`src/rtl/systolic_weight_feeder_if.sv`:
```
// Bundles the feeder's control handshake, weight-memory read port and top-row PE weight bus.
// master = feeder side, slave = environment side (SRAM, array, sequencer).
interface systolic_weight_feeder_if #(
   parameter int ADDR_W = 8,
   parameter int COLS   = 8
);
   logic                start;
   logic [ADDR_W-1:0]   base_addr;
   logic                busy;
   logic                done;
   logic                err_start;
   logic                mem_rd;
   logic [ADDR_W-1:0]   mem_addr;
   logic [COLS*8-1:0]   mem_rdata;
   logic [COLS*8-1:0]   win;
   logic                wwrite;

   modport master (
      input  start, base_addr, mem_rdata,
      output busy, done, err_start, mem_rd, mem_addr, win, wwrite
   );

   modport slave (
      output start, base_addr, mem_rdata,
      input  busy, done, err_start, mem_rd, mem_addr, win, wwrite
   );
endinterface

```
`src/rtl/systolic_weight_feeder.sv`:
```
// Loads ROWS weight words into the systolic PE chain, bottom row first, then drains and pulses done.
// Optional macro WFEED_IDLE_PATTERN_EN: win shows 8'hAA per lane instead of 0 while wwrite is low.
//
// state | meaning
// IDLE  | waiting for start
// FETCH | ROWS cycles of memory reads, addresses descending from base+ROWS-1
// SHIFT | final data beat onto win (no read)
// DRAIN | ROWS cycles with wwrite low so the shift enable ripples through every row
// DONE  | one-cycle done pulse; a start here begins the next load immediately
module systolic_weight_feeder #(
   parameter int ROWS   = 8,
   parameter int COLS   = 8,
   parameter int ADDR_W = 8
) (
   input  logic                   clock,
   input  logic                   reset,
   systolic_weight_feeder_if.master bus
);
   localparam int CNT_W = $clog2(ROWS);
   localparam logic [CNT_W-1:0] CNT_LAST = CNT_W'(ROWS - 1);

`ifdef WFEED_IDLE_PATTERN_EN
   localparam logic [COLS*8-1:0] IDLE_WIN = {COLS{8'hAA}};
`else
   localparam logic [COLS*8-1:0] IDLE_WIN = '0;
`endif

   typedef enum logic [2:0] {IDLE, FETCH, SHIFT, DRAIN, DONE} state_t;

   state_t              state, state_nxt;
   logic [CNT_W-1:0]    cnt, cnt_nxt;
   logic [ADDR_W-1:0]   base_q, base_nxt;
   logic                err_q, err_nxt;
   logic                active;
   logic                accept;
   logic                wwrite_int;

   always_ff @(posedge clock or posedge reset) begin
      if (reset) begin
         state  <= IDLE;
         cnt    <= '0;
         base_q <= '0;
         err_q  <= 1'b0;
      end else begin
         state  <= state_nxt;
         cnt    <= cnt_nxt;
         base_q <= base_nxt;
         err_q  <= err_nxt;
      end
   end

   // cnt is a down-counter: in FETCH it is also the row offset of the word being read
   always_comb begin
      state_nxt = state;
      cnt_nxt   = cnt;
      base_nxt  = base_q;
      active    = (state == FETCH) || (state == SHIFT) || (state == DRAIN);
      accept    = bus.start && ((state == IDLE) || (state == DONE));
      err_nxt   = bus.start && active;
      case (state)
         IDLE: begin
            if (accept) begin
               state_nxt = FETCH;
               cnt_nxt   = CNT_LAST;
               base_nxt  = bus.base_addr;
            end
         end
         FETCH: begin
            if (cnt == '0) state_nxt = SHIFT;
            else           cnt_nxt   = cnt - 1'b1;
         end
         SHIFT: begin
            state_nxt = DRAIN;
            cnt_nxt   = CNT_LAST;
         end
         DRAIN: begin
            if (cnt == '0) state_nxt = DONE;
            else           cnt_nxt   = cnt - 1'b1;
         end
         DONE: begin
            if (accept) begin
               state_nxt = FETCH;
               cnt_nxt   = CNT_LAST;
               base_nxt  = bus.base_addr;
            end else begin
               state_nxt = IDLE;
            end
         end
         default: state_nxt = IDLE;
      endcase
   end

   // Data arrives one cycle behind its read, so every FETCH cycle but the first carries a beat
   assign wwrite_int    = ((state == FETCH) && (cnt != CNT_LAST)) || (state == SHIFT);

   assign bus.busy      = active;
   assign bus.done      = (state == DONE);
   assign bus.err_start = err_q;
   assign bus.mem_rd    = (state == FETCH);
   assign bus.mem_addr  = (state == FETCH) ? (base_q + ADDR_W'(cnt)) : '0;
   assign bus.wwrite    = wwrite_int;
   // The SRAM output register is the capture stage; gating keeps stale read data off the bus
   assign bus.win       = wwrite_int ? bus.mem_rdata : IDLE_WIN;
endmodule

```
`src/flat_wrapper.sv`:
```
// flat-port wrapper written by rule: the top's interface ports become plain ports
module systolic_weight_feeder_flat 
#(
   parameter int ROWS   = 8,
   parameter int COLS   = 8,
   parameter int ADDR_W = 8
)
  (clock, reset, bus_start, bus_base_addr, bus_mem_rdata, bus_busy, bus_done, bus_err_start, bus_mem_rd, bus_mem_addr, bus_win, bus_wwrite);
  systolic_weight_feeder_if #(.ADDR_W(ADDR_W), .COLS(COLS)) bus_i ();
  input  logic clock;
  input  logic reset;
  input wire logic [$bits(bus_i.start)-1:0] bus_start;
  input wire logic [$bits(bus_i.base_addr)-1:0] bus_base_addr;
  input wire logic [$bits(bus_i.mem_rdata)-1:0] bus_mem_rdata;
  output wire logic [$bits(bus_i.busy)-1:0] bus_busy;
  output wire logic [$bits(bus_i.done)-1:0] bus_done;
  output wire logic [$bits(bus_i.err_start)-1:0] bus_err_start;
  output wire logic [$bits(bus_i.mem_rd)-1:0] bus_mem_rd;
  output wire logic [$bits(bus_i.mem_addr)-1:0] bus_mem_addr;
  output wire logic [$bits(bus_i.win)-1:0] bus_win;
  output wire logic [$bits(bus_i.wwrite)-1:0] bus_wwrite;
  assign bus_i.start = bus_start;
  assign bus_i.base_addr = bus_base_addr;
  assign bus_i.mem_rdata = bus_mem_rdata;
  assign bus_busy = bus_i.busy;
  assign bus_done = bus_i.done;
  assign bus_err_start = bus_i.err_start;
  assign bus_mem_rd = bus_i.mem_rd;
  assign bus_mem_addr = bus_i.mem_addr;
  assign bus_win = bus_i.win;
  assign bus_wwrite = bus_i.wwrite;
  systolic_weight_feeder #(.ROWS(ROWS), .COLS(COLS), .ADDR_W(ADDR_W)) u_core (.clock(clock), .reset(reset), .bus(bus_i));
endmodule
```
`config.mk`:
```
export PLATFORM = sky130hd
export DESIGN_NAME = systolic_weight_feeder_flat
export DESIGN_NICKNAME = d
export VERILOG_FILES = /design/src/rtl/systolic_weight_feeder_if.sv /design/src/rtl/systolic_weight_feeder.sv /design/src/flat_wrapper.sv
export SDC_FILE = /design/constraint.sdc
export NUM_CORES = 1
export LEC_CHECK = 0
export CORE_MARGIN = 2
export CORE_UTILIZATION = 25
export CTS_BUF_LIST = sky130_fd_sc_hd__clkbuf_8 sky130_fd_sc_hd__clkbuf_16
export CTS_CLUSTER_DIAMETER = 40
export DETAILED_ROUTE_END_ITERATION = 10
export PLACE_DENSITY = 0.78
export SLEW_MARGIN = 20
export SYNTH_ARGS = -nofsm -noshare
export SYNTH_HDL_FRONTEND = slang
export SYNTH_SLANG_ARGS = --single-unit
```
`constraint.sdc`:
```
create_clock -name clock -period 1.73 [get_ports clock]
set_clock_uncertainty 0.05 [all_clocks]
set_input_delay 0.346 -clock clock [delete_from_list [all_inputs] [get_ports clock]]
set_output_delay 0.346 -clock clock [all_outputs]
set_load 0.1 [all_outputs]
```
### Yosys cells after proc, flatten, opt, wreduce, memory -nomap -nowiden

Cells that the tools add are included.

* reduce and logical (&&, ||, !) cells: 15
* add/sub/neg operators: 2
* muxes and demuxes: 10
* eq/ne operators: 10

Operators by type and width (number)
* $mux 64: 1
* $mux 3: 5
* $pmux 3 s5: 1
* $pmux 3 s3: 1
* $add 8x3->8: 1
* $mux 8: 1
* $eq 3x2->1 const B: 2
* $logic_not 3->1: 2
* $ne 2x1->1 const B: 3
* $reduce_and 3->1: 2
* $logic_or 1x1->1: 4
* $ne 2x2->1 const B: 2
* $reduce_or 2->1: 2
* $eq 3x1->1 const B: 1
* $eq 3x3->1 const B: 1
* $logic_and 1x1->1: 3
* $ne 3x3->1 const B: 1
* $reduce_bool 3->1: 1
* $sub 3x1->3 const B: 1
* $reduce_and 2->1: 1
* $mux 1: 1

* flip-flop bits (word level): 15
* input port bits: 75
* logic and storage cells: 41
* output and inout bits: 77

### Longest topological paths before layout

* depth in word-level cells: 5
* depth in mapped cells: 7
* depth with buffers taken out: 6

### Worst setup path before layout

No wires, ideal clock.

* path type: register -> output
* start point: register u_core.cnt[0]
* end point: output bus_mem_addr[6]
* stages on the path, launching flop included: 7
* path buffers: 0
* data required time: 1334 ps
* slack: -1284 ps
* arrival: 2618 ps
* path through: dfrtp_1 ha_1 fa_1 a21oi_1 nor3b_1 xnor2_1 nor2_1

* word-level cells in the longest chain between the ends: 2

RTL lines
* start, declared: line systolic_weight_feeder.sv:31 `logic [CNT_W-1:0] cnt, cnt_nxt;`
* start signal, assigned: line systolic_weight_feeder.sv:46 `cnt <= cnt_nxt;`
* $add 8x3->8: line systolic_weight_feeder.sv:100 `assign bus.mem_addr = (state == FETCH) ? (base_q + ADDR_W'(cnt)) : '0;`
* $mux 8: line systolic_weight_feeder.sv:100
* end, declared: line flat_wrapper.sv:19 `output wire logic [$bits(bus_i.mem_addr)-1:0] bus_mem_addr;`

Every way passes these cells.

### Worst setup path in the final report

* start point: register u_core.cnt[1]
* end point: output bus_win[28]

* word-level cells in the longest chain between the ends: 4

RTL lines
* $ne 3x3->1: line systolic_weight_feeder.sv:94 `assign wwrite_int = ((state == FETCH) && (cnt != CNT_LAST)) || (state == SHIFT);`
* $logic_and 1x1->1: line systolic_weight_feeder.sv:94
* $logic_or 1x1->1: line systolic_weight_feeder.sv:94
* $mux 64: line systolic_weight_feeder.sv:103 `assign bus.win = wwrite_int ? bus.mem_rdata : IDLE_WIN;`
* end, declared: line flat_wrapper.sv:20 `output wire logic [$bits(bus_i.win)-1:0] bus_win;`

Every way passes these cells.

==> run summary <==
The tree is rooted in a sky130_fd_sc_hd__clkbuf_8. In this run the most used layer during global routing was met2. The cell family with the largest share of critical-path delay was buffers and inverters. The number of flops mapped to enable cells by yosys works out to 0. Setup repair after global routing could not meet its margin everywhere. Summing the sequential cell areas from Yosys gives 28.33% of the chip area. Counting flops with an async set or reset pin after synthesis yields a share of 100.0%. The floorplan has 26 rows. The total number of H-tree levels came out at 1. STA puts the critical path data required time at 1.33 ns. The average routed wire per standard cell came out at 25.02 um. The critical path goes through ha_4 -> a21oi_4 -> mux2i_2 -> nor2_4 -> buf_12 -> clkbuf_16 -> and2_4 -> buf_12. Yosys printed 0 warnings. The worst path uses 138.2% of the clock period. 0 antenna diodes ended up in the layout.

Before antenna repair, the detailed router went through 4 iterations. In this run the critical register-to-register path is captured at u_core.cnt[2]. The checks that failed: negative setup slack. The placed instance area came out at 0.004014 mm^2. In this run the tightest slew margin relative to its limit is 61.26%.

The logs give -0.6616 ns for the final worst setup slack and 10090 um for the total length of routed wires. The tools report the nature of the critical path endpoint as a primary output. After synthesis the netlist holds a flip-flop and latch count of 15. The half-perimeter wire length after placement was 6192 um. Summed over all instances, the cell type with the most area after synthesis is sky130_fd_sc_hd__and2_1. The fraction of final layout cells sized beyond drive strength 1 came out at 67.27%. After detailed routing, the number of remaining DRC violations is 0. The global-route wire length before repair was 12530 um.

Once the floorplan was initialized, standard cells occupied 25.94% of the core. Setup violations remaining at the end of the flow were counted as 78. The worst setup path is of the reg2out kind. TritonCTS created 3 clock buffers.

In this run the critical register-to-register path is launched from u_core.cnt[0]. The count of final max-slew check failures came out at 0. Detailed routing inserted a total of 1957 vias. The largest driver fanout on the critical path is 6, and the delay of the slowest cell on the worst path is 0.45 ns. The final cell area excluding filler cells is 0.004541 mm^2. Post-layout net count: 416. The number of global-route vias before repair is 2063.

The die is 76.80 um tall. In the global route stage, met2 resource usage came out at 55.44%. The slack of the worst reg-to-reg path is -0.08 ns, and the total of hold buffers inserted after clock tree synthesis is 0.

By area the synthesized netlist is led by sky130_fd_sc_hd__and2_1 33%, sky130_fd_sc_hd__dfrtp_1 28%, sky130_fd_sc_hd__mux2_2 6.8%. The detailed router finished its first iteration with 84 violations. The clock latency reported for the late side of the worst-skew pair is 0.25 ns, and the global route total overflow is 0. The tools report the data arrival time of the critical path as 2.00 ns. In this design, the critical path's most frequently occurring cell is sky130_fd_sc_hd__buf_12. On the critical path, the stage with the largest delay is an instance of sky130_fd_sc_hd__dfrtp_2.

The tools report the number of placed I/O pins as 152. Entering global routing, the biggest net connects 25 pins. Worst slack at placement: -0.3979 ns. The number of cells produced by synthesis came out at 158. Counting I/O delays and the setup requirement, the final critical path takes 2.392 ns. The netlist area before placement came out at 0.001325 mm^2. The number of antenna violations at the first check in global routing is 1, and the via count normalized by instance count is 4.856. Global routing used 7.765% of the available met3 tracks. The worst register-to-register path has a depth of 8. After synthesis, the netlist uses 24 different library cells. The worst hold path belongs to the class in2async.

For the pin with the worst max-slew slack, the measured transition is 0.5804 ns. The core region is 0.005107 mm^2. The die covers 0.005898 mm^2. The register clock-pin slew on the reported worst setup and hold paths came out at 0.06 ns.

The number of maximum-capacitance constraint violations is 0, and the highest clock rate is 418.1 MHz. The congestion estimate from routability-driven global placement came to 0.8133. The run gives 29.72% as the global-route track usage on met1. The TritonCTS sink count came out at 15. Synthesis produced a netlist with a net count of 240. The share of Yosys cell area claimed by the top area cell type works out to 32.58%.

The worst setup path is launched from a register. Across every metal layer, demand over resource in global routing totals 27.99%. The area growth from synthesis to layout is 242.7%.

The overall die width was 76.80 um. In this run the remaining antenna-violating nets after routing total 0. Final hold violation count: 0. The flow ran to the end, but the final reports show violations. TritonCTS built the clock tree. The number of I/O port buffers is 151, and the maximum clock insertion buffer count is 2.

The buffering stage count on the worst path with inverters included is 3, and the mean instance size in the synthesized netlist is 8.386 um^2. Among all flip-flop cells after synthesis, the most frequent one is sky130_fd_sc_hd__dfrtp_1.
## routing by layer
metal	vias up	wire [um]
li1	849	-
met1	980	3504
met2	111	5602
met3	15	785
met4	2	178
met5	-	13
## layout by cell type, fill, tap and decap left out, drive strengths merged, types with 2 or more instances in the layout
master,n
clkbuf,6
clkdlybuf4s50,74
ha,6
nand2b,4
a21oi,5
inv,4
xnor2,7
and2,69
dfrtp,15
nor3b,2
buf,103
mux2,8
nor2b,3
nand2,5
nor2,11
## area by class of cell
| type | count | area (um^2) |
|---|---|---|
| clock buffer | 3 | 41.29 |
| clock inverter | 1 | 3.754 |
| multi-input combinational | 130 | 1323 |
| tap | 70 | 87.58 |
| inverter | 4 | 21.27 |
| timing repair buffer | 180 | 2684 |
| sequential | 15 | 380.4 |
| fill | 198 | 566.8 |
## worst max-delay path by stage
stage                             start               to  slack, ns  cells past startpoint
final                     u_core.cnt[1]      bus_win[28]      -0.66                      8
after global routing      u_core.cnt[0]  bus_mem_addr[4]      -0.70                      7
after CTS                 u_core.cnt[0]  bus_mem_addr[6]      -0.63                      7
after detailed placement  u_core.cnt[0]  bus_mem_addr[6]      -0.40                      7
after global placement    u_core.cnt[0]  bus_mem_addr[6]      -0.31                      7
after floorplan           u_core.cnt[0]  bus_mem_addr[6]      -0.46                      6
## what timing repair did
action                                  in CTS  in global routing
resized for setup                           14                 35
pin swaps                                    5                 22
gates cloned                                 2                  5
buffers inserted                            10                  6
endpoints found under the setup margin      75                 78
## per-stage QoR
step	hold WS [ns]	cells	utilization [%]	TNS (ns)
finish	0.4060	403	88.90	-42.97
global placement	0.4611	378	78.59	-18.75
CTS	0.4255	394	83.56	-41.80
floorplan	0.1975	158	-	-17.50
global route	0.5010	403	88.90	-45.69
detailed placement	0.4843	378	78.59	-20.70
## cell usage after synthesis (2+ instances only)
library cell	number
sky130_fd_sc_hd__a21oi_1	5
sky130_fd_sc_hd__xnor2_1	7
sky130_fd_sc_hd__buf_2	8
sky130_fd_sc_hd__ha_1	6
sky130_fd_sc_hd__dfrtp_1	15
sky130_fd_sc_hd__nor2b_1	3
sky130_fd_sc_hd__inv_1	4
sky130_fd_sc_hd__nor2_1	11
sky130_fd_sc_hd__and2_1	69
sky130_fd_sc_hd__nand2b_1	4
sky130_fd_sc_hd__nand2_1	5
sky130_fd_sc_hd__mux2_2	8
sky130_fd_sc_hd__nor3b_1	2
## cells by family (layout without fill, tap and decap cells)
family | count (synthesis) | count (layout) | share of synthesized area [%]
adder cells (fa/ha/maj) | 7 | 7 | 7.176
XOR/XNOR | 8 | 8 | 5.288
AND/OR/NAND/NOR | 97 | 97 | 42.87
buffers and inverters | 13 | 188 | 4.721
flip-flops | 15 | 15 | 28.33
multiplexers | 9 | 9 | 7.555
AO/OA/AOI/OAI | 9 | 9 | 4.060
## registers in the layout (all words and copies together) (netlist names)
signal	count
u_core.bus.err_start	1
u_core.cnt	3
u_core.state	3
u_core.base_q	8
Power of run 1 is left out: the tool's default activity adds up to more than one toggle a clock period on the data nets, which glitch-free logic cannot reach.
